--- src/rtl/regfile_scan_pkg.sv ---
// Shared sizing constants and scan FSM state type for the scan-out register file.
package regfile_scan_pkg;

  localparam int DATA_WIDTH = 32;
  localparam int NUM_REGS   = 32;
  localparam int ADDR_WIDTH = $clog2(NUM_REGS);

  typedef enum logic [1:0] {
    IDLE,
    FETCH,
    SEND,
    DONE
  } scan_state_e;

endpackage

--- src/rtl/regfile_core.sv ---
// Register storage: one write port, two combinational read ports, one scan read port.
// r0 is hardwired to zero; reads return pre-edge contents (no write bypass).
module regfile_core #(
  parameter int DATA_WIDTH = regfile_scan_pkg::DATA_WIDTH,
  parameter int NUM_REGS   = regfile_scan_pkg::NUM_REGS,
  parameter int ADDR_W     = $clog2(NUM_REGS)
) (
  input  logic                  clk_i,
  input  logic                  rst_ni,
  input  logic                  we_i,
  input  logic [ADDR_W-1:0]     waddr_i,
  input  logic [DATA_WIDTH-1:0] wdata_i,
  input  logic [ADDR_W-1:0]     raddr_a_i,
  output logic [DATA_WIDTH-1:0] rdata_a_o,
  input  logic [ADDR_W-1:0]     raddr_b_i,
  output logic [DATA_WIDTH-1:0] rdata_b_o,
  input  logic [ADDR_W-1:0]     raddr_s_i,
  output logic [DATA_WIDTH-1:0] rdata_s_o
);

  logic [DATA_WIDTH-1:0] mem_q [NUM_REGS];

  always_ff @(posedge clk_i or negedge rst_ni) begin
    if (!rst_ni) begin
      for (int i = 0; i < NUM_REGS; i++) begin
        mem_q[i] <= '0;
      end
    end else if (we_i && (waddr_i != '0)) begin
      mem_q[waddr_i] <= wdata_i;
    end
  end

  assign rdata_a_o = (raddr_a_i == '0) ? '0 : mem_q[raddr_a_i];
  assign rdata_b_o = (raddr_b_i == '0) ? '0 : mem_q[raddr_b_i];
  assign rdata_s_o = (raddr_s_i == '0) ? '0 : mem_q[raddr_s_i];

endmodule

--- src/rtl/regfile_scan.sv ---
// Register file with a valid/ready dump of r1..r31; 2 cycles per beat, beat held while scan_ready=0.
// Define REGFILE_SCAN_SKIP_ZERO_EN to skip zero-valued registers in the dump.
module regfile_scan #(
  parameter int DATA_WIDTH = regfile_scan_pkg::DATA_WIDTH,
  parameter int NUM_REGS   = regfile_scan_pkg::NUM_REGS
) (
  input  logic                        clock,
  input  logic                        reset,
  input  logic                        ctrl_writeEnable,
  input  logic [$clog2(NUM_REGS)-1:0] ctrl_writeReg,
  input  logic [DATA_WIDTH-1:0]       data_writeReg,
  input  logic [$clog2(NUM_REGS)-1:0] ctrl_readRegA,
  input  logic [$clog2(NUM_REGS)-1:0] ctrl_readRegB,
  output logic [DATA_WIDTH-1:0]       data_readRegA,
  output logic [DATA_WIDTH-1:0]       data_readRegB,
  input  logic                        scan_start,
  output logic                        scan_valid,
  input  logic                        scan_ready,
  output logic [$clog2(NUM_REGS)-1:0] scan_addr,
  output logic [DATA_WIDTH-1:0]       scan_data,
  output logic                        scan_busy,
  output logic                        scan_done
);

  import regfile_scan_pkg::*;

  localparam int AW = $clog2(NUM_REGS);
  localparam logic [AW-1:0] LAST = AW'(NUM_REGS - 1);

  scan_state_e           state_q, state_d;
  logic [AW-1:0]         ptr_q, ptr_d;
  logic [AW-1:0]         addr_q, addr_d;
  logic [DATA_WIDTH-1:0] data_q, data_d;
  logic [DATA_WIDTH-1:0] fetch_dat;

  regfile_core #(
    .DATA_WIDTH (DATA_WIDTH),
    .NUM_REGS   (NUM_REGS),
    .ADDR_W     (AW)
  ) u_core (
    .clk_i     (clock),
    .rst_ni    (reset),
    .we_i      (ctrl_writeEnable),
    .waddr_i   (ctrl_writeReg),
    .wdata_i   (data_writeReg),
    .raddr_a_i (ctrl_readRegA),
    .rdata_a_o (data_readRegA),
    .raddr_b_i (ctrl_readRegB),
    .rdata_b_o (data_readRegB),
    .raddr_s_i (ptr_q),
    .rdata_s_o (fetch_dat)
  );

  always_comb begin
    state_d = state_q;
    ptr_d   = ptr_q;
    addr_d  = addr_q;
    data_d  = data_q;
    case (state_q)
      IDLE: begin
        if (scan_start) begin
          state_d = FETCH;
          ptr_d   = AW'(1);
        end
      end
      FETCH: begin
`ifdef REGFILE_SCAN_SKIP_ZERO_EN
        if (fetch_dat == '0) begin
          state_d = (ptr_q == LAST) ? DONE : FETCH;
          ptr_d   = ptr_q + AW'(1);
        end else begin
          addr_d  = ptr_q;
          data_d  = fetch_dat;
          state_d = SEND;
        end
`else
        addr_d  = ptr_q;
        data_d  = fetch_dat;
        state_d = SEND;
`endif
      end
      SEND: begin
        // Snapshot in data_q keeps the beat stable even if the source register is rewritten.
        if (scan_ready) begin
          state_d = (ptr_q == LAST) ? DONE : FETCH;
          ptr_d   = ptr_q + AW'(1);
        end
      end
      DONE: begin
        state_d = IDLE;
      end
      default: begin
        state_d = IDLE;
      end
    endcase
  end

  always_ff @(posedge clock or negedge reset) begin
    if (!reset) begin
      state_q <= IDLE;
      ptr_q   <= '0;
      addr_q  <= '0;
      data_q  <= '0;
    end else begin
      state_q <= state_d;
      ptr_q   <= ptr_d;
      addr_q  <= addr_d;
      data_q  <= data_d;
    end
  end

  assign scan_valid = (state_q == SEND);
  assign scan_busy  = (state_q != IDLE);
  assign scan_done  = (state_q == DONE);
  assign scan_addr  = addr_q;
  assign scan_data  = data_q;

endmodule

--- config.mk ---
export PLATFORM = sky130hd
export DESIGN_NAME = regfile_scan
export DESIGN_NICKNAME = d
export VERILOG_FILES = /design/src/rtl/regfile_scan_pkg.sv /design/src/rtl/regfile_core.sv /design/src/rtl/regfile_scan.sv
export SDC_FILE = /design/constraint.sdc
export NUM_CORES = 2
export LEC_CHECK = 0
export CAP_MARGIN = 20
export CELL_PAD_IN_SITES_DETAIL_PLACEMENT = 0
export CELL_PAD_IN_SITES_GLOBAL_PLACEMENT = 1
export CORE_MARGIN = 2
export CORE_UTILIZATION = 40
export CTS_CLUSTER_DIAMETER = 100
export DETAILED_ROUTE_END_ITERATION = 10
export PLACE_DENSITY = 0.63
export SKIP_LAST_GASP = 1
export SLEW_MARGIN = 20
export SYNTH_ARGS = -nofsm -noshare
export SYNTH_HDL_FRONTEND = slang
export SYNTH_SLANG_ARGS = --single-unit
--- constraint.sdc ---
create_clock -name clock -period 7 [get_ports clock]
set_input_delay 1.4 -clock clock [delete_from_list [all_inputs] [get_ports clock]]
set_output_delay 1.4 -clock clock [all_outputs]
set_load 0.02 [all_outputs]
== Word-level counts from Yosys, hierarchy flattened ==
Index checks and enable logic that the tools add are counted.
Storage, ports and cells
  output and inout port bits: 104
  bits of input ports: 52
  logic and storage cells: 85
  bits in registers: 1068
Cells by class
  reductions and logical operators: 11
  bitwise operators: 4
  $lt $le $gt $ge: 5
  mux-type cells: 22
  add/subtract/negate cells: 1
  eq/ne operators: 6
Operators with widths (number)
  bitwise mux 1024 bit: 1
  binary-select mux 32 bit (select 5 bit): 3
  2-to-1 mux 32 bit: 10
  demux 32 bit (select 5 bit): 1
  >= comparator 6 bit (second input constant): 4
  inverter 5 -> 6 bit: 4
  zero test 5 bit: 3
  2-to-1 mux 5 bit: 2
  case mux 5 bit (2 select lines): 1
  case mux 2 bit (4 select lines): 1
  less-than comparator 6 x 1 -> 1 bit (second input constant): 1
  2-to-1 mux 2 bit: 3
  adder 5 x 1 -> 5 bit (second input constant): 1
  == test 5 bit (second input constant): 1
  nonzero test 5 bit: 1
  == test 2 bit (second input constant): 2
  nonzero test 2 bit: 2
  AND reduction 3 bit: 1
  == test 2 x 1 -> 1 bit (second input constant): 1
  logical AND 1 bit: 2
  zero test 2 bit: 1
  != test 2 x 1 -> 1 bit (second input constant): 1
  != test 2 bit (second input constant): 1
  AND reduction 2 bit: 1

== Longest topological paths before layout ==
  depth in word-level cells: 6
  depth in mapped cells: 12
  mapped depth without buffers: 7

== Hierarchy ==
Synthesis repeated with hierarchy kept, for this count alone.
Unflattened totals
  cells, all modules: 4321
  area total of the unflattened synthesis: 64155.3 µm²
Modules (own cells, without submodules)
  regfile_core: sequential area each 25624.6 µm², area each 62357.3 µm², times used 1, cells each 4204
  regfile_scan: sequential area each 1101.1 µm², area each 1798.0 µm², times used 1, cells each 117

== Worst setup path after synthesis ==
No wires, ideal clock.
  path kind: input -> output
  start point: in ctrl_readRegB[0]
  end point: out data_readRegB[20]
  stages: 8
  arrival time: 2.986 ns
  data required time: 5.600 ns
  path buffers: 3
  slack: 2.614 ns
  path through: buf_2 -> buf_6 -> buf_2 -> mux4_2 -> mux2i_1 -> o22ai_1 -> nor2_1 -> o21ai_0
On the way
  longest elaborated chain between the ends: 5
  elaborated cells on any way between the ends: 6
  those cells by class: mux (4); bitwise (1); reduce/logical (1)
RTL lines
  start, declared: line regfile_scan.sv:13  | input logic [$clog2(NUM_REGS)-1:0] ctrl_readRegB,
  inverter 5 -> 6 bit (not written as such): line regfile_core.sv:34  | assign rdata_b_o = (raddr_b_i == '0) ? '0 : mem_q[raddr_b_i];
  binary-select mux 32 bit (select 5 bit): line regfile_core.sv:34
  2-to-1 mux 32 bit (not written as such) (2 in a row): line regfile_core.sv:34
  2-to-1 mux 32 bit (*): line regfile_core.sv:34
  end, declared: line regfile_scan.sv:15  | output logic [DATA_WIDTH-1:0] data_readRegB,
Mark *: on every way between the ends. The rest lies on a longest branch, timed or not. The select of a mux whose other input is x is not followed.

== Worst setup path after layout ==
  start point: in ctrl_readRegB[4]
  end point: out data_readRegB[0]
The elaborated chain is that of the path after synthesis.

==> flow_summary.toml <==
[setup_path]
crit_chain = "clkdlybuf4s50_1 > or3_2 > buf_4 > o21ai_0 > clkdlybuf4s50_1"
required_ns = 5.60
reg2reg_from = "ptr_q[0]$_DFFE_PN0P_"
reg2reg_depth = 8
crit_slowest_cell = "or3_2"
r2r_end = "scan_data[22]$_DFFE_PN0N_"
crit_family = "buffers and inverters"
worstPathMaxFanout = 17
arrival_ns = 4.77
max_stage_delay_ns = 0.83
start_kind = "input port"
critPathKind = "in2out"
cp.buffers_inverters = 3
crit_path_end_kind = "output pin"
r2r_setup_slack_ns = 3.01
cp_common_cell = "clkdlybuf4s50_1"

[detailed_routing]
antenna_left = 0
drt_pre_antenna_iters = 5
routed_via_density = 6.39
drc = 0
routed_wl_um = 222000
drtIter0Drc = 3471
avgRoutedWirePerCell_um = 33.3
vias = 42500

[final_layout]
final_cell_mix = "dfrtp_1, mux2_2, mux4_2"
fillCellCount = 14400
area_growth_pct = 11.6
stdcell_count = 6658
drive_above_1_share_pct = 45.8
layout.nets = 4461
final_common_cell = "dfrtp_1"

[clocking]
h-tree-depth = 4
ctsRootBufferMaster = "clkbuf_16"
cts_made_buffers = 131
cts.sink_count = 1068
cts_tree = "done"
cts_hold_buf = 0
insertion_delay_ns = 0.77
post-cts-setup-buffer-count = 0
path_clk_slew_ns = 0.06
cts_resized = 0
cts_buffer_depth = 3

[timing]
tns_ns = 0
period_needed_ns = 6.17
slew_headroom_pct = 19.2
whs_ns = 0.412
hold_viol = 0
post-route-period-util_pct = 88.2
finalSetupViolCount = 0
maxSlewViolCount = 0
rsz0062_at_grt = "false"
fmax_mhz = 162
tightestPinTransition_ns = 1.21
finClkSkew_ns = 0.0218

[pwr]
switchingPower_w = 0.00783
vdd_drop_max_v = 0.000310
power_density_mw_per_mm2 = 323
p_leak_nw = 30.9
seqPwrFrac_pct = 37.4
clkPwrFrac_pct = 29.4
internal_power_w = 0.0154
swShare_pct = 33.7
p_comb_share_pct = 33.2

[die]
dieArea_mm2 = 0.164
row_count = 147
start_util_pct = 40.2
core_mm2 = 0.160
die-height_um = 405
die_w_um = 405
io-pin-count = 156

[logic_synthesis]
ys_seq_elements = 1068
synth_area_per_cell_um2 = 14.3
synth_edf_count = 0
synthFlopType = "dfrtp_1"
synthArstFlopShare_pct = 100
synth_warnings = 0
synthCells = 4509
synth_fp_nets = 4564
seq_area_frac_synth_pct = 41.5
syn_area_mm2 = 0.0643
ys_types = 50

[placed_design]
place.gp.congestion = 0.799
dp_hpwl_um = 128000
dp_cells = 6432
portBuffers = 155

[worst_hold_path]
min_from = "u_core.mem_q[999]$_DFFE_PN0P_"
whs_endpoint = "u_core.mem_q[999]$_DFFE_PN0P_"
hold_depth = 0
holdCritPathClass = "reg2reg"

[flow_run]
drv_cap = 0

[grt]
grt_max_degree = 158
antenna_found_initial = 6
grt_pass1_vias = 43900
overflow = 0
grt_util_all_layers_pct = 27.3
grt_pass1_wl_um = 323000

[status]
status = "completed"
[metal layers]
layer,track usage [%],up-vias,routed length (um)
met5,0,-,7
met1,38.0,23300,95700
met4,8.46,2,6950
met2,44.0,1517,106000
li1,-,17400,-
met3,4.38,359,13500
[sequential cells by signal, indices dropped and copies added, names as in the netlist]
signal / flops
u_core.mem_q: 1024
scan_data: 32
ptr_q: 5
scan_addr: 5
state_q: 2
[kinds of logic after synthesis]
kind of cell / Yosys count / synth area share, %
buffers and inverters: 509 / 3.85
multiplexers: 2123 / 47.9
AND/OR/NAND/NOR: 439 / 2.87
flip-flops: 1068 / 41.5
AO/OA/AOI/OAI: 367 / 3.77
adder cells (fa/ha/maj): 3 / 0.0584
[metrics by stage]
stage               setup slack (ns)  area, um2  util [%]  power, W
global placement               0.924      67600      42.2    0.0163
detailed placement             0.868      67700      42.2    0.0165
floorplan                       2.61      64300         -    0.0138
global route                   0.828      71800      44.8    0.0242
CTS                            0.871      71900      44.9    0.0233
finish                         0.829      71800      44.8    0.0232
[power groups by stage]
stage                     logic [W]  registers (W)  clock network (W)
after global placement      0.00766        0.00869                  0
after floorplan             0.00550        0.00831                  0
after global routing        0.00816        0.00886            0.00723
after detailed placement    0.00771        0.00874                  0
after CTS                   0.00773        0.00864            0.00697
final                       0.00770        0.00868            0.00683
[worst max path at each step]
stage / start / to / slack [ns] / depth (start not counted)
final: ctrl_readRegB[4] / data_readRegB[0] / 0.83 / 5
after global routing: ctrl_readRegB[4] / data_readRegB[0] / 0.83 / 5
after CTS: ctrl_readRegB[4] / data_readRegB[0] / 0.87 / 5
after detailed placement: ctrl_readRegB[4] / data_readRegB[0] / 0.87 / 5
after global placement: ctrl_readRegB[4] / data_readRegB[0] / 0.92 / 5
after floorplan: ctrl_readRegB[0] / data_readRegB[20] / 2.61 / 8
[cell usage after synthesis (all sizes together), types with 34 or more instances]
library cell	n	area [um2]
dfrtp	1068	26700
mux2i	464	4640
nor2	153	574
nand2	198	743
clkbuf	221	830
nand3	41	205
mux4	665	15000
o21ai	76	380
buf	283	1630
a21oi	34	174
mux2	994	11200
o22ai	89	557
a22oi	74	556
[cell type report]
cell class / instances / area (um2) / share of cell area [%]
Tap cell: 2160 / 2700 / 3.76
Sequential cell: 1068 / 26700 / 37.2
Clock inverter: 31 / 363 / 0.505
Antenna cell: 1 / 2.50 / 0.00348
Clock buffer: 193 / 3870 / 5.38
Multi-Input combinational cell: 2932 / 35400 / 49.4
Timing Repair Buffer: 268 / 2680 / 3.72
Inverter: 5 / 18.8 / 0.0261
Note: power is estimated with default switching activity, not from simulation.
